--- config.mk ---
export PLATFORM = sky130hd
export DESIGN_NAME = lsu_flat
export DESIGN_NICKNAME = d
export VERILOG_FILES = /design/src/rtl/lsu_pkg.sv /design/src/rtl/lsu_if.sv /design/src/rtl/lsu_align.sv /design/src/rtl/lsu.sv /design/src/flat_wrapper.sv
export SDC_FILE = /design/constraint.sdc
export NUM_CORES = 1
export LEC_CHECK = 0
export BUFFER_PORTS_ARGS = -buffer_cell sky130_fd_sc_hd__buf_2
export CAP_MARGIN = 20
export CORE_MARGIN = 8
export CORE_UTILIZATION = 48
export CTS_BUF_LIST = sky130_fd_sc_hd__clkbuf_4 sky130_fd_sc_hd__clkbuf_8 sky130_fd_sc_hd__clkbuf_16
export CTS_CLUSTER_SIZE = 16
export DETAILED_ROUTE_END_ITERATION = 8
export PLACE_DENSITY = 0.8
export RECOVER_POWER = 100
export SLEW_MARGIN = 20
export SYNTH_ARGS = -nofsm -noshare
export SYNTH_HDL_FRONTEND = slang
export SYNTH_SLANG_ARGS = --single-unit
--- constraint.sdc ---
create_clock -name clk -period 6.2 [get_ports clk]
set_clock_uncertainty 0.2 [all_clocks]
set_input_delay 1.24 -clock clk [delete_from_list [all_inputs] [get_ports clk]]
set_output_delay 1.24 -clock clk [all_outputs]
set_load 0.005 [all_outputs]
--- src/rtl/lsu_pkg.sv ---
// Shared constants for the load/store unit: datapath widths, RV32I load/store
// funct3 codes, FSM state encoding and the alignment check helper.
package lsu_pkg;

  localparam int unsigned XLEN       = 32;
  localparam int unsigned REG_ADDR_W = 5;

  // RV32I load funct3 codes
  localparam logic [2:0] Funct3Lb  = 3'd0;
  localparam logic [2:0] Funct3Lh  = 3'd1;
  localparam logic [2:0] Funct3Lw  = 3'd2;
  localparam logic [2:0] Funct3Lbu = 3'd4;
  localparam logic [2:0] Funct3Lhu = 3'd5;

  // RV32I store funct3 codes
  localparam logic [2:0] Funct3Sb  = 3'd0;
  localparam logic [2:0] Funct3Sh  = 3'd1;
  localparam logic [2:0] Funct3Sw  = 3'd2;

  // FSM state encoding
  localparam logic [0:0] StIdle = 1'b0;
  localparam logic [0:0] StBusy = 1'b1;

  // funct3[1:0] encodes the access size for both loads and stores:
  // 01 = half (needs addr[0] clear), 10 = word (needs addr[1:0] clear).
  function automatic logic is_misaligned(logic [2:0] funct3, logic [1:0] offset);
    logic mis;
    mis = 1'b0;
    case (funct3[1:0])
      2'b01:   mis = offset[0];
      2'b10:   mis = (offset != 2'b00);
      default: mis = 1'b0;
    endcase
    return mis;
  endfunction

endpackage

--- src/rtl/lsu_if.sv ---
// Data-memory bus between the lsu (master) and memory (slave).
//   mem_req   : request, held high until mem_ack
//   mem_we    : 1 = write
//   mem_addr  : word-aligned address
//   mem_wdata : lane-positioned store data
//   mem_wstrb : byte enables
//   mem_ack   : memory completes the access this cycle
//   mem_rdata : read word, valid with mem_ack
interface lsu_if;
  import lsu_pkg::*;

  logic            mem_req;
  logic            mem_we;
  logic [XLEN-1:0] mem_addr;
  logic [XLEN-1:0] mem_wdata;
  logic [3:0]      mem_wstrb;
  logic            mem_ack;
  logic [XLEN-1:0] mem_rdata;

  modport master (
    output mem_req, mem_we, mem_addr, mem_wdata, mem_wstrb,
    input  mem_ack, mem_rdata
  );

  modport slave (
    input  mem_req, mem_we, mem_addr, mem_wdata, mem_wstrb,
    output mem_ack, mem_rdata
  );

endinterface

--- src/rtl/lsu_align.sv ---
// Combinational lane logic for byte/half/word accesses.
//   st_funct3, st_offset, st_data : store funct3, addr[1:0], rs2 value
//   st_wdata, st_wstrb            : lane-replicated store data and byte enables
//   ld_funct3, ld_offset, ld_rdata: load funct3, addr[1:0], raw memory word
//   ld_data                       : extracted and sign/zero-extended load value
module lsu_align
  import lsu_pkg::*;
(
  input  logic [2:0]      st_funct3,
  input  logic [1:0]      st_offset,
  input  logic [XLEN-1:0] st_data,
  output logic [XLEN-1:0] st_wdata,
  output logic [3:0]      st_wstrb,
  input  logic [2:0]      ld_funct3,
  input  logic [1:0]      ld_offset,
  input  logic [XLEN-1:0] ld_rdata,
  output logic [XLEN-1:0] ld_data
);

  logic [7:0]  ld_byte;
  logic [15:0] ld_half;

  always_comb begin
    st_wdata = st_data;
    st_wstrb = 4'b0000;
    case (st_funct3)
      Funct3Sb: begin
        st_wdata = {4{st_data[7:0]}};
        st_wstrb = 4'b0001 << st_offset;
      end
      Funct3Sh: begin
        st_wdata = {2{st_data[15:0]}};
        st_wstrb = st_offset[1] ? 4'b1100 : 4'b0011;
      end
      Funct3Sw: begin
        st_wdata = st_data;
        st_wstrb = 4'b1111;
      end
      default: begin
        st_wdata = st_data;
        st_wstrb = 4'b0000;
      end
    endcase
  end

  always_comb begin
    ld_byte = ld_rdata[{ld_offset, 3'b000} +: 8];
    ld_half = ld_offset[1] ? ld_rdata[31:16] : ld_rdata[15:0];
    case (ld_funct3)
      Funct3Lb:  ld_data = {{24{ld_byte[7]}}, ld_byte};
      Funct3Lh:  ld_data = {{16{ld_half[15]}}, ld_half};
      Funct3Lbu: ld_data = {24'd0, ld_byte};
      Funct3Lhu: ld_data = {16'd0, ld_half};
      default:   ld_data = ld_rdata;
    endcase
  end

endmodule

--- src/rtl/lsu.sv ---
// Load/store unit downstream of EX. Retires non-memory results in one cycle,
// performs byte/half/word memory accesses over a req/ack bus and stalls EX via
// in_ready while an access is outstanding. Flags misaligned/illegal accesses
// and accesses that see no ack within ACK_TIMEOUT cycles.
//   clk, rst        : clock, asynchronous active-high reset
//   in_*            : EX stage handshake and instruction fields
//   mem             : data-memory bus (master side)
//   wb_*, lsu_err   : registered writeback pulse and error flag
module lsu
  import lsu_pkg::*;
#(
  parameter int unsigned ACK_TIMEOUT = 16
) (
  input  logic                  clk,
  input  logic                  rst,
  input  logic                  in_valid,
  output logic                  in_ready,
  input  logic                  in_load,
  input  logic                  in_store,
  input  logic [2:0]            in_funct3,
  input  logic [XLEN-1:0]       in_addr,
  input  logic [XLEN-1:0]       in_wdata,
  input  logic [XLEN-1:0]       in_result,
  input  logic [REG_ADDR_W-1:0] in_rd,
  input  logic                  in_rd_we,
  lsu_if.master                 mem,
  output logic                  wb_valid,
  output logic                  wb_we,
  output logic [REG_ADDR_W-1:0] wb_rd,
  output logic [XLEN-1:0]       wb_data,
  output logic                  lsu_err
);

  localparam int unsigned CntW = (ACK_TIMEOUT > 2) ? $clog2(ACK_TIMEOUT) : 1;
  localparam logic [CntW-1:0] CntLast = CntW'(ACK_TIMEOUT - 1);

  logic [0:0]            state_q;
  logic [CntW-1:0]       cnt_q;
  logic                  req_q, we_q;
  logic [XLEN-1:0]       addr_q, wdata_q;
  logic [3:0]            wstrb_q;
  logic                  is_load_q, rd_we_q;
  logic [REG_ADDR_W-1:0] rd_q;
  logic [2:0]            funct3_q;
  logic [1:0]            offset_q;

  logic                  accept, is_mem, illegal, misaligned;
  logic [XLEN-1:0]       st_wdata, ld_data;
  logic [3:0]            st_wstrb;

  assign in_ready   = !rst && (state_q == StIdle);
  assign accept     = in_valid && in_ready;
  assign is_mem     = in_load || in_store;
  assign misaligned = is_misaligned(in_funct3, in_addr[1:0]);

  always_comb begin
    illegal = 1'b0;
    if (in_load && in_store) begin
      illegal = 1'b1;
    end else if (in_load) begin
      illegal = !(in_funct3 inside {Funct3Lb, Funct3Lh, Funct3Lw, Funct3Lbu, Funct3Lhu});
    end else if (in_store) begin
      illegal = !(in_funct3 inside {Funct3Sb, Funct3Sh, Funct3Sw});
    end
  end

  lsu_align u_align (
    .st_funct3 (in_funct3),
    .st_offset (in_addr[1:0]),
    .st_data   (in_wdata),
    .st_wdata  (st_wdata),
    .st_wstrb  (st_wstrb),
    .ld_funct3 (funct3_q),
    .ld_offset (offset_q),
    .ld_rdata  (mem.mem_rdata),
    .ld_data   (ld_data)
  );

  always_ff @(posedge clk or posedge rst) begin
    if (rst) begin
      state_q   <= StIdle;
      cnt_q     <= '0;
      req_q     <= 1'b0;
      we_q      <= 1'b0;
      addr_q    <= '0;
      wdata_q   <= '0;
      wstrb_q   <= 4'b0000;
      is_load_q <= 1'b0;
      rd_we_q   <= 1'b0;
      rd_q      <= '0;
      funct3_q  <= 3'd0;
      offset_q  <= 2'b00;
      wb_valid  <= 1'b0;
      wb_we     <= 1'b0;
      wb_rd     <= '0;
      wb_data   <= '0;
      lsu_err   <= 1'b0;
    end else begin
      wb_valid <= 1'b0;
      lsu_err  <= 1'b0;
      case (state_q)
        StIdle: begin
          if (accept) begin
            if (!is_mem) begin
              wb_valid <= 1'b1;
              wb_we    <= in_rd_we;
              wb_rd    <= in_rd;
              wb_data  <= in_result;
            end else if (illegal || misaligned) begin
              wb_valid <= 1'b1;
              wb_we    <= 1'b0;
              wb_rd    <= in_rd;
              wb_data  <= '0;
              lsu_err  <= 1'b1;
            end else begin
              state_q   <= StBusy;
              cnt_q     <= '0;
              req_q     <= 1'b1;
              we_q      <= in_store;
              addr_q    <= {in_addr[XLEN-1:2], 2'b00};
              wdata_q   <= in_store ? st_wdata : '0;
              wstrb_q   <= in_store ? st_wstrb : 4'b0000;
              is_load_q <= in_load;
              rd_we_q   <= in_rd_we;
              rd_q      <= in_rd;
              funct3_q  <= in_funct3;
              offset_q  <= in_addr[1:0];
            end
          end
        end
        StBusy: begin
          if (mem.mem_ack) begin
            state_q  <= StIdle;
            req_q    <= 1'b0;
            wb_valid <= 1'b1;
            wb_we    <= is_load_q && rd_we_q;
            wb_rd    <= rd_q;
            wb_data  <= is_load_q ? ld_data : '0;
          end else if (cnt_q == CntLast) begin
            // No ack within the budget: abort and report.
            state_q  <= StIdle;
            req_q    <= 1'b0;
            wb_valid <= 1'b1;
            wb_we    <= 1'b0;
            wb_rd    <= rd_q;
            wb_data  <= '0;
            lsu_err  <= 1'b1;
          end else begin
            cnt_q <= cnt_q + 1'b1;
          end
        end
        default: state_q <= StIdle;
      endcase
    end
  end

  assign mem.mem_req   = req_q;
  assign mem.mem_we    = we_q;
  assign mem.mem_addr  = addr_q;
  assign mem.mem_wdata = wdata_q;
  assign mem.mem_wstrb = wstrb_q;

endmodule

--- src/flat_wrapper.sv ---
// flat-port wrapper written by rule: the top's interface ports become plain ports
module lsu_flat import lsu_pkg::*;
#(
  parameter int unsigned ACK_TIMEOUT = 16
)
  (clk, rst, in_valid, in_ready, in_load, in_store, in_funct3, in_addr, in_wdata, in_result, in_rd, in_rd_we, wb_valid, wb_we, wb_rd, wb_data, lsu_err, mem_mem_req, mem_mem_we, mem_mem_addr, mem_mem_wdata, mem_mem_wstrb, mem_mem_ack, mem_mem_rdata);
  lsu_if mem_i ();
  input  logic clk;
  input  logic rst;
  input  logic in_valid;
  output logic in_ready;
  input  logic in_load;
  input  logic in_store;
  input  logic [2:0] in_funct3;
  input  logic [XLEN-1:0] in_addr;
  input  logic [XLEN-1:0] in_wdata;
  input  logic [XLEN-1:0] in_result;
  input  logic [REG_ADDR_W-1:0] in_rd;
  input  logic in_rd_we;
  output logic wb_valid;
  output logic wb_we;
  output logic [REG_ADDR_W-1:0] wb_rd;
  output logic [XLEN-1:0] wb_data;
  output logic lsu_err;
  output wire logic [$bits(mem_i.mem_req)-1:0] mem_mem_req;
  output wire logic [$bits(mem_i.mem_we)-1:0] mem_mem_we;
  output wire logic [$bits(mem_i.mem_addr)-1:0] mem_mem_addr;
  output wire logic [$bits(mem_i.mem_wdata)-1:0] mem_mem_wdata;
  output wire logic [$bits(mem_i.mem_wstrb)-1:0] mem_mem_wstrb;
  input wire logic [$bits(mem_i.mem_ack)-1:0] mem_mem_ack;
  input wire logic [$bits(mem_i.mem_rdata)-1:0] mem_mem_rdata;
  assign mem_mem_req = mem_i.mem_req;
  assign mem_mem_we = mem_i.mem_we;
  assign mem_mem_addr = mem_i.mem_addr;
  assign mem_mem_wdata = mem_i.mem_wdata;
  assign mem_mem_wstrb = mem_i.mem_wstrb;
  assign mem_i.mem_ack = mem_mem_ack;
  assign mem_i.mem_rdata = mem_mem_rdata;
  lsu #(.ACK_TIMEOUT(ACK_TIMEOUT)) u_core (.clk(clk), .rst(rst), .in_valid(in_valid), .in_ready(in_ready), .in_load(in_load), .in_store(in_store), .in_funct3(in_funct3), .in_addr(in_addr), .in_wdata(in_wdata), .in_result(in_result), .in_rd(in_rd), .in_rd_we(in_rd_we), .mem(mem_i), .wb_valid(wb_valid), .wb_we(wb_we), .wb_rd(wb_rd), .wb_data(wb_data), .lsu_err(lsu_err));
endmodule
==> results of run 1 <==
## synth_stat cells (2+ instances only)
cell / instances / area share, %
clkbuf_1: 29 / 1.8
nand2_1: 197 / 12
xor2_1: 2 / 0.29
dfrtp_1: 125 / 51
or3b_1: 2 / 0.29
mux2_2: 41 / 7.6
mux2i_1: 9 / 1.5
a21oi_1: 16 / 1.3
a21o_1: 2 / 0.25
o31ai_1: 20 / 2.5
mux2_1: 10 / 1.9
o221ai_1: 7 / 1.0
ha_1: 4 / 0.82
nand2b_1: 3 / 0.31
nor2_1: 31 / 1.9
o21ai_1: 2 / 0.16
a211oi_1: 2 / 0.25
nand3_1: 20 / 1.6
a221o_1: 16 / 2.6
a221oi_1: 8 / 1.2
o21ai_0: 26 / 2.1
a22o_1: 10 / 1.4
buf_2: 8 / 0.66
nand3b_1: 2 / 0.25
buf_1: 3 / 0.19
inv_1: 23 / 1.4
buf_4: 3 / 0.37
and3_1: 2 / 0.21
## worst paths after layout
check | from | end
worst min register to register | u_core.mem.mem_wdata[2] | u_core.mem.mem_wdata[2]
worst max-delay path | in_funct3[0] | u_core.mem.mem_wdata[8]
max in group asynchronous | rst | u_core.mem.mem_addr[7]
worst max register to register | u_core.state_q | u_core.mem.mem_wdata[8]
min in group asynchronous | rst | u_core.lsu_err
worst min-delay path | u_core.mem.mem_wdata[2] | u_core.mem.mem_wdata[2]
## metrics by stage
step | hold WS (ns) | std cells
floorplan | 0.240 | 639
global placement | 0.247 | 1026
detailed placement | 0.253 | 1026
CTS | 0.269 | 1058
global route | 0.284 | 1058
finish | 0.264 | 1058
## registers in the layout, indices dropped and copies added, names as in the netlist, 2 cells and up
name and count:
u_core.offset_q 2, u_core.wb_rd 5, u_core.mem.mem_addr 30, u_core.funct3_q 3
u_core.mem.mem_wstrb 4, u_core.rd_q 5, u_core.mem.mem_wdata 32, u_core.wb_data 32
u_core.cnt_q 4
## kinds of logic after synthesis
logic type | share of synthesized area, %
AND/OR/NAND/NOR | 17.3
adder cells (fa/ha/maj) | 0.824
other | 0.0617
flip-flops | 51.5
multiplexers | 11.3
AO/OA/AOI/OAI | 14.1
buffers and inverters | 4.61
XOR/XNOR | 0.288
## worst reg2reg max path, cell delays in order, from the launching register on
cell      delay [ns]
dfrtp_1         0.60
nor2_1          0.14
nand3b_1        0.21
a211o_1         0.56
clkbuf_1        1.50
o31ai_1         0.24
## layer usage
| layer | up-vias | wire (um) |
|---|---|---|
| met1 | 2685 | 7380 |
| met4 | 2 | 545 |
| met3 | 38 | 2200 |
| met5 | - | 13 |
| met2 | 278 | 8650 |
| li1 | 2657 | - |
## report_power, final
| part | internal, mW | switching, mW | leakage (nW) | total [mW] |
|---|---|---|---|---|
| clock network | 0.576 | 0.355 | 0.273 | 0.931 |
| registers | 0.994 | 0.132 | 1.63 | 1.13 |
| logic | 0.257 | 0.316 | 2.11 | 0.574 |
| total | 1.83 | 0.803 | 4.01 | 2.63 |
## area by class of cell
class	instances	area, um^2
clock inverter	12	95.1
tap	172	215
sequential	125	3130
clock buffer	20	467
inverter	23	87.6
multi-input combinational	447	2700
timing repair buffer	259	1190
fill	1100	4580
==> impl_metrics.prom, run 1 <==
# TYPE chip_impl_metric gauge
chip_impl_metric{name="total_leakage_power",unit="nW"} 4.01
chip_impl_metric{name="worstPathBufferInverterCount",unit=""} 3
chip_impl_metric{name="setup_slack",unit="ns"} 1.54
chip_impl_metric{name="antenna_found_initial",unit=""} 1
chip_impl_info{name="critical-path-top-delay-family",value="buffers and inverters"} 1
chip_impl_metric{name="gr-usage-met1",unit="%"} 25.3
chip_impl_metric{name="ioPinCount",unit=""} 254
chip_impl_metric{name="worst_ep_arrival_time",unit="ns"} 4.67
chip_impl_metric{name="timing.hold.worst_path_depth",unit=""} 2
chip_impl_metric{name="path_clk_slew",unit="ns"} 0.06
chip_impl_metric{name="postSynthAreaPerCell",unit="um^2"} 9.52
chip_impl_info{name="cts_tree",value="yes"} 1
chip_impl_metric{name="cts_max_path_buffers",unit=""} 2
chip_impl_metric{name="route.antenna.remaining_nets",unit=""} 0
chip_impl_info{name="cell_by_cell_listing_of_the_critical_path",value="buf_2, inv_1, ha_1, o21ai_0, a211o_1, clkbuf_1, o31ai_1"} 1
chip_impl_metric{name="grt.met2_usage",unit="%"} 37.2
chip_impl_metric{name="rows",unit=""} 41
chip_impl_metric{name="grt_overflow_total",unit=""} 0
chip_impl_metric{name="yosys_register_bits",unit=""} 125
chip_impl_metric{name="cp_slowest_stage_delay",unit="ns"} 1.50
chip_impl_metric{name="chipHeight",unit="um"} 129
chip_impl_metric{name="synth-edff-count",unit=""} 0
chip_impl_metric{name="rr_worst_depth",unit=""} 5
chip_impl_info{name="cts.root.buffer_cell",value="clkbuf_16"} 1
chip_impl_metric{name="drv_slew",unit=""} 172
chip_impl_info{name="critical_path_class",value="input pin to register"} 1
chip_impl_metric{name="clock_sinks",unit=""} 125
chip_impl_metric{name="finalPower",unit="mW"} 2.63
chip_impl_metric{name="placed_area",unit="um^2"} 7450
chip_impl_metric{name="die-width",unit="um"} 129
chip_impl_metric{name="drv_cap",unit=""} 3
chip_impl_metric{name="final_area",unit="um^2"} 7890
chip_impl_metric{name="tightest_slew",unit="ns"} 3.71
chip_impl_info{name="path_class_of_the_lowest_slack_min_delay_path",value="register to register"} 1
chip_impl_metric{name="path_depth",unit=""} 7
chip_impl_info{name="mostFrequentLayoutCells",value="nand2_1, buf_2, dfrtp_1"} 1
chip_impl_metric{name="synthArstFlopShare",unit="%"} 100
chip_impl_metric{name="final_util",unit="%"} 63.3
chip_impl_metric{name="peakVddDrop",unit="mV"} 0.220
chip_impl_info{name="final_common_cell",value="nand2_1"} 1
chip_impl_metric{name="reg2reg_slack",unit="ns"} 2.56
chip_impl_metric{name="final_layout_size_suffix_gt1_share",unit="%"} 28.7
chip_impl_metric{name="ys_seq_area_share",unit="%"} 51.5
chip_impl_metric{name="cts_setup_buffers",unit=""} 0
chip_impl_metric{name="overall_die_area",unit="um^2"} 16500
chip_impl_metric{name="first_global_vias",unit=""} 5889
chip_impl_metric{name="global_route_wire_length_before_repair",unit="mm"} 29.8
chip_impl_metric{name="final_period_minus_worst_setup_slack",unit="ns"} 4.66
chip_impl_metric{name="route.final.wire_length",unit="mm"} 18.8
chip_impl_metric{name="vias_per_cell",unit=""} 5.35
chip_impl_metric{name="global_routing_usage_summed_across_all_routing_layers",unit="%"} 23.0
chip_impl_metric{name="cts-buffers-inserted",unit=""} 17
chip_impl_metric{name="final_setup_fails",unit=""} 0
chip_impl_metric{name="cellPowerDensity",unit="nW/um^2"} 334
chip_impl_metric{name="detail_route.drc_violations",unit=""} 0
chip_impl_metric{name="synthesized_area",unit="um^2"} 6080
chip_impl_info{name="synth_top_flop_cell",value="dfrtp_1"} 1
chip_impl_metric{name="place_worst_setup_slack",unit="ns"} 1.86
chip_impl_metric{name="route.vias.total",unit=""} 5660
chip_impl_metric{name="report.final.hold_viol_count",unit=""} 0
chip_impl_info{name="outcome",value="finished, violations left"} 1
chip_impl_metric{name="worstPathMaxFanout",unit=""} 48
chip_impl_metric{name="synth-warning-count",unit=""} 0
chip_impl_metric{name="place_hpwl",unit="mm"} 14.0
chip_impl_metric{name="grt_start_max_net_pins",unit=""} 86
chip_impl_metric{name="drt_pass_1_iters",unit=""} 5
chip_impl_info{name="failing_checks",value="max-capacitance violations, max-slew violations"} 1
chip_impl_info{name="critPathLaunchType",value="input pin"} 1
chip_impl_metric{name="worst-endpoint-required",unit="ns"} 6.21
chip_impl_metric{name="layout_worst_path_cycle_share",unit="%"} 75.1
chip_impl_metric{name="count_of_different_cell_masters_after_synthesis",unit=""} 43
chip_impl_metric{name="route.detailed.wl_per_inst",unit="um"} 17.8
chip_impl_metric{name="relSlewSlack",unit="%"} -149
chip_impl_info{name="globalRoute.busiestLayer",value="met2"} 1
chip_impl_metric{name="initial_utilization",unit="%"} 48.7
chip_impl_metric{name="antenna_cells",unit=""} 0
chip_impl_metric{name="grt.met3_usage",unit="%"} 10.1
chip_impl_info{name="setup_repair_after_global_routing_missed_its_margin",value="no"} 1
chip_impl_metric{name="gpl.final_weighted_congestion",unit=""} 0.917
chip_impl_metric{name="maximum_clock_frequency",unit="GHz"} 0.215
chip_impl_metric{name="clkLatencyLatePin",unit="ns"} 0.41
chip_impl_metric{name="fp.coreArea",unit="um^2"} 12500
chip_impl_info{name="critical_path.endpoint_type",value="register"} 1
chip_impl_metric{name="post_cts_hold_buffer_count",unit=""} 0
chip_impl_metric{name="area_growth_syn_to_layout",unit="%"} 29.8
chip_impl_info{name="standard_cell_with_the_maximum_stage_delay_on_the_critical_path",value="clkbuf_1"} 1
chip_impl_metric{name="finalNetCount",unit=""} 1020
chip_impl_metric{name="cts_max_level",unit=""} 4
chip_impl_metric{name="first_iter_violations",unit=""} 391
chip_impl_metric{name="cts_resized",unit=""} 0
chip_impl_metric{name="syn_inst",unit=""} 638
chip_impl_metric{name="port_buffers",unit=""} 251
chip_impl_metric{name="fin_tns_setup",unit="ns"} 0
(Power assumes the default switching activity.)
==> inputs of run 2 (changes only) <==
==> constraint.sdc (replaced) <==
create_clock -name clk -period 4.46 [get_ports clk]
set_clock_uncertainty 0.2 [all_clocks]
set_input_delay 0.892 -clock clk [delete_from_list [all_inputs] [get_ports clk]]
set_output_delay 0.892 -clock clk [all_outputs]
set_load 0.005 [all_outputs]
==> run 2 against run 1 <==
Against the previous run: the flow still finishes with violations (max-capacitance violations, max-slew violations); non-clock buffer count shrank 1; die area did not move; wire length up 0.95%; worst setup slack worse by 0.59 ns; via count up 0.25%; core utilization rose by 0.69 points; cell count down 0.19%; first-iteration DRC count grew 3.8%; hold slack better by 0.0064 ns.
==> impl_metrics.prom, run 2 (synthesis gave the netlist of run 1 again) <==
# TYPE chip_impl_metric gauge
chip_impl_metric{name="global_routing_usage_summed_across_all_routing_layers",unit="%"} 23.1
chip_impl_metric{name="cellPowerDensity",unit="nW/um^2"} 477
chip_impl_metric{name="cts_resized",unit=""} 0
chip_impl_metric{name="cp_slowest_stage_delay",unit="ns"} 0.81
chip_impl_metric{name="finalNetCount",unit=""} 1019
chip_impl_metric{name="maximum_clock_frequency",unit="GHz"} 0.285
chip_impl_metric{name="route.vias.total",unit=""} 5674
chip_impl_info{name="mostFrequentLayoutCells",value="nand2_1, buf_2, dfrtp_1"} 1
chip_impl_metric{name="final_util",unit="%"} 64.0
chip_impl_metric{name="final_cells",unit=""} 1056
chip_impl_metric{name="final_layout_size_suffix_gt1_share",unit="%"} 29.1
chip_impl_metric{name="path_clk_slew",unit="ns"} 0.06
chip_impl_metric{name="finalPower",unit="mW"} 3.80
chip_impl_metric{name="cts_max_path_buffers",unit=""} 2
chip_impl_info{name="critical_path_class",value="input pin to register"} 1
chip_impl_metric{name="place_hpwl",unit="mm"} 14.3
chip_impl_metric{name="relSlewSlack",unit="%"} -64.4
chip_impl_metric{name="route.final.wire_length",unit="mm"} 19.0
chip_impl_metric{name="ioPinCount",unit=""} 254
chip_impl_metric{name="power.net_switching",unit="mW"} 1.14
chip_impl_metric{name="p_comb_share",unit="%"} 21.2
chip_impl_metric{name="layout_worst_path_cycle_share",unit="%"} 78.6
chip_impl_info{name="final_common_cell",value="nand2_1"} 1
chip_impl_metric{name="cts-buffers-inserted",unit=""} 17
chip_impl_metric{name="drv_slew",unit=""} 65
chip_impl_metric{name="power_report.internal_total",unit="mW"} 2.66
chip_impl_metric{name="setup_slack",unit="ns"} 0.955
chip_impl_metric{name="port_buffers",unit=""} 251
chip_impl_metric{name="vias_per_cell",unit=""} 5.37
chip_impl_metric{name="total_leakage_power",unit="nW"} 4.07
chip_impl_info{name="critPathLaunchType",value="input pin"} 1
chip_impl_info{name="setup_repair_after_global_routing_missed_its_margin",value="no"} 1
chip_impl_metric{name="placedCellCount",unit=""} 1025
chip_impl_metric{name="global_route_wire_length_before_repair",unit="mm"} 29.9
chip_impl_metric{name="placed_area",unit="um^2"} 7470
chip_impl_metric{name="overall_die_area",unit="um^2"} 16500
chip_impl_metric{name="first_iter_violations",unit=""} 406
chip_impl_metric{name="clkLatencyLatePin",unit="ns"} 0.40
chip_impl_info{name="path_class_of_the_lowest_slack_min_delay_path",value="register to register"} 1
chip_impl_metric{name="antenna_cells",unit=""} 0
chip_impl_metric{name="final_area",unit="um^2"} 7970
chip_impl_metric{name="report.final.hold_viol_count",unit=""} 0
chip_impl_metric{name="gpl.final_weighted_congestion",unit=""} 0.842
chip_impl_metric{name="final_period_minus_worst_setup_slack",unit="ns"} 3.51
chip_impl_metric{name="sw_share",unit="%"} 30.1
chip_impl_metric{name="peakVddDrop",unit="mV"} 0.275
chip_impl_metric{name="post_cts_hold_buffer_count",unit=""} 0
chip_impl_metric{name="register_share_of_total_power",unit="%"} 41.2
chip_impl_info{name="standard_cell_with_the_maximum_stage_delay_on_the_critical_path",value="clkbuf_2"} 1
chip_impl_metric{name="clockPowerShare",unit="%"} 37.6
chip_impl_metric{name="cts_max_level",unit=""} 4
chip_impl_metric{name="worstPathMaxFanout",unit=""} 39
chip_impl_metric{name="worst-endpoint-required",unit="ns"} 4.54
chip_impl_metric{name="worst_ep_arrival_time",unit="ns"} 3.59
chip_impl_metric{name="finalHoldWorstSlack",unit="ns"} 0.271
chip_impl_info{name="outcome",value="finished, violations left"} 1
chip_impl_metric{name="initial_utilization",unit="%"} 48.7
chip_impl_metric{name="rows",unit=""} 41
chip_impl_info{name="critical_path.endpoint_type",value="register"} 1
chip_impl_metric{name="route.antenna.remaining_nets",unit=""} 0
chip_impl_metric{name="area_growth_syn_to_layout",unit="%"} 31.2
chip_impl_info{name="cell_by_cell_listing_of_the_critical_path",value="clkbuf_1, inv_1, ha_1, o21ai_0, a211oi_1, o21ai_4, clkbuf_2, mux2_2"} 1
chip_impl_metric{name="chipHeight",unit="um"} 129
chip_impl_metric{name="fin_tns_setup",unit="ns"} 0
chip_impl_metric{name="tightest_slew",unit="ns"} 2.46
chip_impl_info{name="critical-path-top-delay-family",value="buffers and inverters"} 1
chip_impl_metric{name="worstPathBufferInverterCount",unit=""} 3
chip_impl_info{name="failing_checks",value="max-capacitance violations, max-slew violations"} 1
chip_impl_metric{name="drt_pass_1_iters",unit=""} 5
chip_impl_info{name="cts.root.buffer_cell",value="clkbuf_16"} 1
chip_impl_metric{name="clock_sinks",unit=""} 125
chip_impl_metric{name="first_global_vias",unit=""} 5825
chip_impl_metric{name="final_setup_fails",unit=""} 0
chip_impl_info{name="cts_tree",value="yes"} 1
chip_impl_metric{name="grt_start_max_net_pins",unit=""} 82
chip_impl_metric{name="cts_setup_buffers",unit=""} 0
chip_impl_metric{name="route.detailed.wl_per_inst",unit="um"} 18.0
chip_impl_metric{name="die-width",unit="um"} 129
chip_impl_metric{name="detail_route.drc_violations",unit=""} 0
chip_impl_metric{name="antenna_found_initial",unit=""} 1
chip_impl_metric{name="place_worst_setup_slack",unit="ns"} 0.906
chip_impl_metric{name="fp.coreArea",unit="um^2"} 12500
chip_impl_metric{name="grt_overflow_total",unit=""} 0
chip_impl_metric{name="drv_cap",unit=""} 1
run 2: changes by cell type in the layout (fill, tap and decap cells not counted), sizes merged:
cell / previous run / this run
clkbuf: 107 / 101
clkinvlp: 5 / 3
buf: 172 / 176
bufinv: 1 / 3
inv: 22 / 26
clkinv: 7 / 3
run 2: layer usage:
layer	vias up	global-route usage, %	share of wire [%]
met5	-	0	0.069
met3	40	9.39	10
met4	2	10.5	2.8
met1	2710	27.5	40
met2	268	36.1	46
li1	2654	-	-
run 2: worst reg2reg max path, cell delays in order (launching register included):
cell	delay (ns)
dfrtp_1	0.54
or3b_1	0.44
a32o_2	0.30
a2111oi_4	0.91
a221o_1	0.25
mux2_2	0.15
run 2: worst paths after layout:
path,start,end,slack (ns),cells past startpoint
setup / recovery,in_funct3[1],u_core.wb_rd[3],0.95,8
hold / removal,u_core.mem.mem_addr[28],u_core.mem.mem_addr[28],0.27,2
setup reg to reg,u_core.funct3_q[0],u_core.wb_data[25],1.62,5
hold reg to reg,u_core.mem.mem_addr[28],u_core.mem.mem_addr[28],0.27,2
max in group asynchronous,rst,u_core.mem.mem_addr[23],1.49,2
min in group asynchronous,rst,u_core.mem.mem_wdata[7],1.17,2
run 2: final cells by class:
type,count,area [um^2]
clock buffer,19,453
sequential,125,3130
multi-input combinational,447,2700
clock inverter,12,161
timing repair buffer,258,1230
tap,172,215
fill,1094,4490
inverter,23,86.3
run 2: power by group through the flow:
stage               Combinational [mW]  Sequential, mW  Clock (mW)
floorplan                        0.446            1.54           0
global placement                 0.835            1.56           0
detailed placement               0.865            1.57           0
CTS                              0.862            1.56        1.45
global route                     0.910            1.60        1.50
finish                           0.806            1.56        1.43
